$ cat config.mk
export PLATFORM = sky130hd
export DESIGN_NAME = silife_demo_seq
export DESIGN_NICKNAME = d
export VERILOG_FILES = /design/src/rtl/silife_demo_seq.sv
export SDC_FILE = /design/constraint.sdc
export NUM_CORES = 1
export LEC_CHECK = 0
export CAP_MARGIN = 20
export CORE_MARGIN = 8
export CORE_UTILIZATION = 45
export DETAILED_ROUTE_END_ITERATION = 16
export GPL_ROUTABILITY_DRIVEN = 0
export PLACE_DENSITY = 0.71
export SLEW_MARGIN = 20
export SYNTH_ARGS = -nofsm -noshare
export SYNTH_HDL_FRONTEND = slang
export SYNTH_SLANG_ARGS = --single-unit
export TNS_END_PERCENT = 20
$ cat constraint.sdc
create_clock -name clk -period 3.1 [get_ports clk]
set_input_delay 0.465 -clock clk [delete_from_list [all_inputs] [get_ports clk]]
set_output_delay 0.465 -clock clk [all_outputs]
set_load 0.1 [all_outputs]
$ cat src/rtl/silife_demo_seq.sv
// SiLife demo sequencer: writes a stored seed pattern into the cell
// grid row by row, then issues periodic generation-step pulses.
module silife_demo_seq #(
   parameter int ROWS = 32,
   parameter int COLS = 8,
   parameter int NUM_PATTERNS = 4,
   parameter logic [NUM_PATTERNS*ROWS*COLS-1:0] PATTERNS = '0,
   parameter int PERIOD_W = 32,
   parameter int RELOAD_GENS = 0,
   localparam int ROW_W = (ROWS > 1) ? $clog2(ROWS) : 1,
   localparam int PSEL_W = (NUM_PATTERNS > 1) ? $clog2(NUM_PATTERNS) : 1
) (
   input  logic                clk,
   input  logic                rst_n,
   input  logic                en,
   input  logic [PSEL_W-1:0]   pattern_sel,
   input  logic                load_req,
   input  logic [PERIOD_W-1:0] period,
   input  logic                run,
   input  logic                single_step,
   output logic [ROW_W-1:0]    row_select,
   output logic [COLS-1:0]     cells,
   output logic                wr_en,
   output logic                step,
   output logic                busy,
   output logic [15:0]         gen_count
);

   typedef enum logic [1:0] {
      S_START,
      S_LOAD,
      S_RUN
   } state_e;

   state_e              state_q, state_d;
   logic [ROW_W-1:0]    row_q, row_d;
   logic                wr_en_q, wr_en_d;
   logic                step_q, step_d;
   logic [15:0]         gen_q, gen_d;
   logic [PERIOD_W-1:0] cnt_q, cnt_d;
   logic [PSEL_W-1:0]   pat_q, pat_d;
   logic [PSEL_W-1:0]   sel_ok;
   logic [PSEL_W-1:0]   pat_next;
   logic [COLS-1:0]     slice;
   logic                auto_reload;

   // Out-of-range selections fall back to pattern 0.
   always_comb begin
      sel_ok = pattern_sel;
      if (int'(pattern_sel) >= NUM_PATTERNS) begin
         sel_ok = '0;
      end
   end

   // Next pattern for auto-cycling, wrapping at NUM_PATTERNS.
   always_comb begin
      pat_next = pat_q + 1'b1;
      if (pat_q == PSEL_W'(NUM_PATTERNS - 1)) begin
         pat_next = '0;
      end
   end

   // Auto-reload fires once the configured generation count is reached.
   always_comb begin
      auto_reload = (RELOAD_GENS != 0) && (gen_q == 16'(RELOAD_GENS));
   end

   // Next-state logic; a disabled cycle only drops the strobes.
   always_comb begin
      state_d = state_q;
      row_d   = row_q;
      wr_en_d = wr_en_q;
      step_d  = 1'b0;
      gen_d   = gen_q;
      cnt_d   = cnt_q;
      pat_d   = pat_q;
      if (!en) begin
         wr_en_d = 1'b0;
      end else begin
         unique case (state_q)
            S_START: begin
               pat_d   = sel_ok;
               row_d   = '0;
               state_d = S_LOAD;
            end
            S_LOAD: begin
               if (!wr_en_q) begin
                  wr_en_d = 1'b1;
               end else if (row_q == ROW_W'(ROWS - 1)) begin
                  wr_en_d = 1'b0;
                  cnt_d   = '0;
                  gen_d   = '0;
                  state_d = S_RUN;
               end else begin
                  row_d = row_q + 1'b1;
               end
            end
            S_RUN: begin
               if (load_req) begin
                  pat_d   = sel_ok;
                  row_d   = '0;
                  wr_en_d = 1'b0;
                  state_d = S_LOAD;
               end else if (auto_reload) begin
                  pat_d   = pat_next;
                  row_d   = '0;
                  wr_en_d = 1'b0;
                  state_d = S_LOAD;
               end else if (run) begin
                  if (cnt_q >= period) begin
                     step_d = 1'b1;
                     cnt_d  = '0;
                     gen_d  = gen_q + 1'b1;
                  end else begin
                     cnt_d = cnt_q + 1'b1;
                  end
               end else begin
                  step_d = single_step;
                  gen_d  = gen_q + 16'(single_step);
               end
            end
            default: begin
               state_d = S_START;
            end
         endcase
      end
   end

   // State registers with synchronous active-low reset.
   always_ff @(posedge clk) begin
      if (!rst_n) begin
         state_q <= S_START;
         row_q   <= '0;
         wr_en_q <= 1'b0;
         step_q  <= 1'b0;
         gen_q   <= '0;
         cnt_q   <= '0;
         pat_q   <= '0;
      end else begin
         state_q <= state_d;
         row_q   <= row_d;
         wr_en_q <= wr_en_d;
         step_q  <= step_d;
         gen_q   <= gen_d;
         cnt_q   <= cnt_d;
         pat_q   <= pat_d;
      end
   end

   // Select the current row from the pattern table and mirror it.
   always_comb begin
      slice = COLS'(PATTERNS >> (((int'(pat_q) * ROWS)
              + (ROWS - 1 - int'(row_q))) * COLS));
      for (int i = 0; i < COLS; i++) begin
         cells[i] = slice[COLS-1-i];
      end
   end

   assign row_select = row_q;
   assign wr_en      = wr_en_q;
   assign step       = step_q;
   assign gen_count  = gen_q;
   assign busy       = (state_q == S_LOAD) || (state_q == S_START);

endmodule

[Word level (Yosys, flattened, before mapping)]
Cells that the tools add are included.
Word-level totals
  flip-flop bits (word level): 59
  output and inout port bits: 32
Cells by class
  add/subtract/negate cells: 6
  $lt $le $gt $ge: 1
  equal/unequal tests: 10
  shift operators: 1
  muxes and demuxes: 28
  bitwise gates (word level): 3
  reduce and logical (&&, ||, !) cells: 13
Operators by type and width (number)
  $mux 32: 5
  $mux 16: 5
  $pmux 32 s2: 1
  $add 32x1->32 const B: 1
  $ge 32x32->1: 1
  $pmux 16 s2: 1
  $shr 1x32->8 const A: 1
  $add 16x1->16: 1
  $add 16x1->16 const B: 1
  $mux 5: 3
  $pmux 5 s3: 1
  $ne 2x2->1 const B: 6
  $reduce_and 6->1: 2
  $add 8x6->9: 1
  $mux 2: 4
  $pmux 2 s3: 1
  $sub 5x5->6 const A: 1
  $add 5x1->5 const B: 1
  $eq 5x5->1 const B: 1
  $mux 1: 5
  $reduce_and 5->1: 1
  $pmux 2 s2: 1
  $reduce_and 2->1: 2
  $reduce_and 4->1: 1
  other kinds (11): 14

[Longest topological paths before layout]
  word-level depth: 5
  depth in mapped cells: 11
  mapped depth without buffers: 10

[Worst setup path after synthesis]
Ideal clock, no wire load.
  path type: register to register
  start: register row_q[0] (netlist: row_select[0])
  end: register cnt_q[30]
  library setup time: 128 ps
  arrival: 3111 ps
  data required time: 2972 ps
  path slack: -139 ps
  cell stages (with the launch flop): 11
  path buffers: 0
  cell sequence: dfxtp_1 > ha_1 > and3_1 > ha_1 > and4b_1 > o221ai_1 > or4_1 > nor2_1 > nand4_1 > xor2_1 > nor2_1
On the way
  word-level cells in the longest chain between the ends: 3
RTL lines
  start: declaration: RTL line 36  | logic [ROW_W-1:0] row_q, row_d;
  start signal: assignment: RTL line 141  | row_q <= row_d;
  $eq 5x5->1: RTL line 89  | end else if (row_q == ROW_W'(ROWS - 1)) begin
  $ne 2x2->1 (no source line)
  $reduce_and 6->1 (no source line)
  end signal: assignment: RTL line 145  | cnt_q <= cnt_d;
  end: declaration: RTL line 40  | logic [PERIOD_W-1:0] cnt_q, cnt_d;
No other way between the ends.
A chain may end at the register's enable or synchronous reset.

[Final worst setup path]
  start: input port period[13]
  end: register gen_q[11] (netlist: gen_count[11])
On the way
  word-level cells in the longest chain between the ends: 3
RTL lines
  start: declaration: RTL line 18  | input logic [PERIOD_W-1:0] period,
  $ge 32x32->1: RTL line 110  | if (cnt_q >= period) begin
  $ne 3x3->1 (no source line)
  $reduce_and 6->1 (no source line)
  end signal: assignment: RTL line 144  | gen_q <= gen_d;
  end: declaration: RTL line 39  | logic [15:0] gen_q, gen_d;
No other way between the ends.

==> flow_summary_export.csv <==
group,metric,value,unit
status,status,"complete, no violations",
global_route,grt_usage,16.0,%
yosys,synth.most_common_cell,"dfxtp_1",
yosys,synth-main-ff-cell,"dfxtp_1",
route,post-route-drc-count,0,
power_and_ir_drop,p_leak,1.93,nW
worst_setup_path,criticalPathCategory,"input pin to register",
placed_design,dp_hpwl,6760,um
floorplan,ios,72,
route,dr.first_iter.drc_count,170,
route,drtPass1Iterations,4,
route,avgRoutedWirePerCell,13.5,um
power_and_ir_drop,clockPowerShare,41.1,%
worst_setup_path,critPathMaxStageDelay,510,ps
yosys,syn_area,3700,um2
sta,slew_violations,0,
clock_network,numCtsBuffers,9,
final_layout,synthToLayoutAreaGrowth,26.6,%
global_route,grt_pass1_wl,15300,um
worst_setup_path,crit_slowest_cell,"or4_1",
yosys,synth-seq-cells,57,
worst_setup_path,cp_top_family,"simple AND/OR/NAND/NOR gates",
worst_setup_path,cp.buffers_inverters,2,
route,vias,3570,
placed_design,portBuffers,61,
worst_setup_path,rrSetupSlack,350,ps
worst_hold_path,hp-class,"register to register",
yosys,synth_top_area_cell,"dfxtp_1",
power_and_ir_drop,power_frac_seq,46.1,%
yosys,synthTopCellsByCount,"dfxtp_1, nor2_1, nand2_1, inv_1, ha_1",
sta,hold_viol,0,
power_and_ir_drop,total_power,0.00161,W
yosys,synth_edf_count,0,
global_route,busiest_layer,"met2",
floorplan,num_rows,33,
floorplan,die_w,107,um
job,drv_cap,0,
clock_network,cts_root_buf,"clkbuf_8",
clock_network,clk_pin_slew,70,ps
sta,fmax,335,MHz
sta,setup_viol,0,
final_layout,layout-drive-gt1-share,13.6,%
power_and_ir_drop,power.share.combinational,12.9,%
power_and_ir_drop,switching_power,0.000431,W
yosys,avgSynthCellArea,7.92,um2
worst_setup_path,crit_arrival,3250,ps
route,drtAntennaViolNets,0,
power_and_ir_drop,ir_drop,0.182,mV
worst_setup_path,regToRegEndpoint,"gen_count[11]",
sta,worst_slack,113,ps
floorplan,die_h,107,um
power_and_ir_drop,power.density,344,nW/um2
yosys,synth_seq_area_share,30.8,%
worst_setup_path,worstSetupEndpointType,"register",
yosys,synth_cell_types,53,
yosys,async_reset_ff_share,0,%
route,vias_per_cell,5.44,
sta,max_slew.worst_pin.slew,567,ps
final_layout,num_antenna_cells,0,
worst_hold_path,hold-path-cell-count,2,
clock_network,cts_tree,"yes",
global_route,globalRouteMet1Util,19.4,%
sta,fin_crit,2990,ps
worst_setup_path,reg2regPathDepth,8,
power_and_ir_drop,p_int,0.00118,W
floorplan,core,8090,um2
floorplan,initial_core_util,45.7,%
sta,rsz0062_at_grt,"no",
worst_setup_path,worstReg2RegStart,"cnt_q[14]",
sta,whs,493,ps
floorplan,die_area,11400,um2
clock_network,h-tree-depth,3,
power_and_ir_drop,switching_share,26.7,%
clock_network,clockBufferDepth,2,
yosys,synth_top_area_share,30.8,%
global_route,gr-total-overflow,0,
global_route,antenna_found_initial,0,
sta,skew,7.81,ps
sta,setup_tns,0,ps
worst_setup_path,crit_required,3360,ps
worst_hold_path,worstHoldStart,"cnt_q[0]",
clock_network,clock_latency,330,ps
route,drt_wl_total,8870,um
global_route,grt_max_degree,24,
yosys,yosysWarningCount,0,
yosys,synth_cells,467,
yosys,synth_area_leaders,"dfxtp_1, ha_1, nor2_1, nand2_1, xor2_1",
global_route,grt_pass1_vias,3533,
global_route,use_met2,26.1,%
final_layout,multiInputGateArea,2310,um2
placed_design,pre_cts_slack,-225,ps
final_layout,nets,624,
global_route,grtUsageMet3,3.90,%
worst_setup_path,cp-start-kind,"input pin",
final_layout,final-seq-area,1140,um2
clock_network,ctsHoldBuffers,0,
worst_hold_path,timing.hold.worst_endpoint,"cnt_q[0]",
sta,period_share,96.4,%
sta,maxSlewHeadroom,61.8,%
clock_network,cts.sinks,57,
worst_setup_path,critical_path.cell_chain,"clkdlybuf4s50_1 -> inv_1 -> ha_1 -> nand4_1 -> nor3_2 -> or4b_1 -> a41o_1 -> and2_4 -> or4_1 -> a31oi_1",
worst_setup_path,worstPathMaxFanout,18,
final_layout,num-fill-cells,786,
-- worst max-delay path by stage --
stage	from	end	cells past startpoint
2_1_floorplan	gen_count[0]	gen_count[13]	8
3_3_place_gp	period[13]	gen_count[11]	10
3_5_place_dp	period[13]	gen_count[11]	10
4_1_cts	period[13]	gen_count[11]	10
5_1_grt	period[13]	gen_count[11]	10
6_report	period[13]	gen_count[11]	10
-- metal layers --
metal | vias to the layer above | part of all wire, % | routed length (um)
met5 | - | 0 | 0
met4 | 0 | 0.96 | 85
met3 | 7 | 5.6 | 497
met2 | 76 | 47 | 4200
met1 | 1683 | 46 | 4090
li1 | 1804 | - | -
-- registers in the layout (all words and copies together) (netlist names) --
register	count
row_select	5
gen_count	16
cnt_q	32
step	1
state_q	2
wr_en	1
-- worst min-delay path, stage by stage, from the launching register on --
cell	delay, ps
dfxtp_1	330
nand2_1	60
a21oi_1	50
-- power by group through the flow --
stage	clock network, W	registers [W]	logic [W]
floorplan	0	0.000774	0.000116
global placement	0	0.000759	0.000203
detailed placement	0	0.000759	0.000208
CTS	0.000675	0.000743	0.000208
global route	0.000711	0.000744	0.000225
finish	0.000662	0.000743	0.000208
-- layout make-up --
cell class / instances / share of cell area [%]
Sequential cell: 57 / 24.4
Multi-Input combinational cell: 353 / 49.4
Timing Repair Buffer: 86 / 16.3
Tap cell: 105 / 2.80
Inverter: 40 / 3.21
Clock buffer: 9 / 2.64
Clock inverter: 6 / 1.28
-- logic make-up after synthesis --
family          synth area share, %
simple gates                   26.9
compound gates                 14.4
buf+inv                        7.51
flops                          30.8
fa+ha+maj                      12.5
xor+xnor                       6.86
mux                           0.812
other cells                   0.101
-- repair_timing --
action                                  4_1_cts  5_1_grt
endpoints found under the hold margin         0        0
gates resized for setup                       0        2
endpoints found under the setup margin        0        5
buffers inserted                              0        0
-- metrics by stage --
| step | cells | area [um2] | util [%] |
|---|---|---|---|
| finish | 656 | 4680 | 57.9 |
| global route | 656 | 4680 | 57.9 |
| CTS | 656 | 4680 | 57.8 |
| detailed placement | 641 | 4500 | 55.6 |
| global placement | 641 | 4500 | 55.6 |
| floorplan | 474 | 3730 | - |
-- placed cells by master (no fill, tap or decap), drive strengths merged, types with 4 or more instances in the layout --
master,Yosys,routed
dfxtp,57,57
nor2,51,51
buf,9,49
nand2,47,47
inv,40,40
ha,37,37
clkdlybuf4s50,0,37
nand3,20,20
a21oi,18,18
xor2,18,18
nand4,16,16
nor3,13,13
or4,12,12
o211ai,11,11
xnor2,11,11
a31oi,11,11
or3,9,9
clkbuf,15,9
conb,1,8
o21ai,8,8
nand2b,5,5
and4,5,5
or2,5,5
and3,5,5
a211oi,4,4
a21o,4,4
Note: power is estimated with default switching activity, not from simulation.
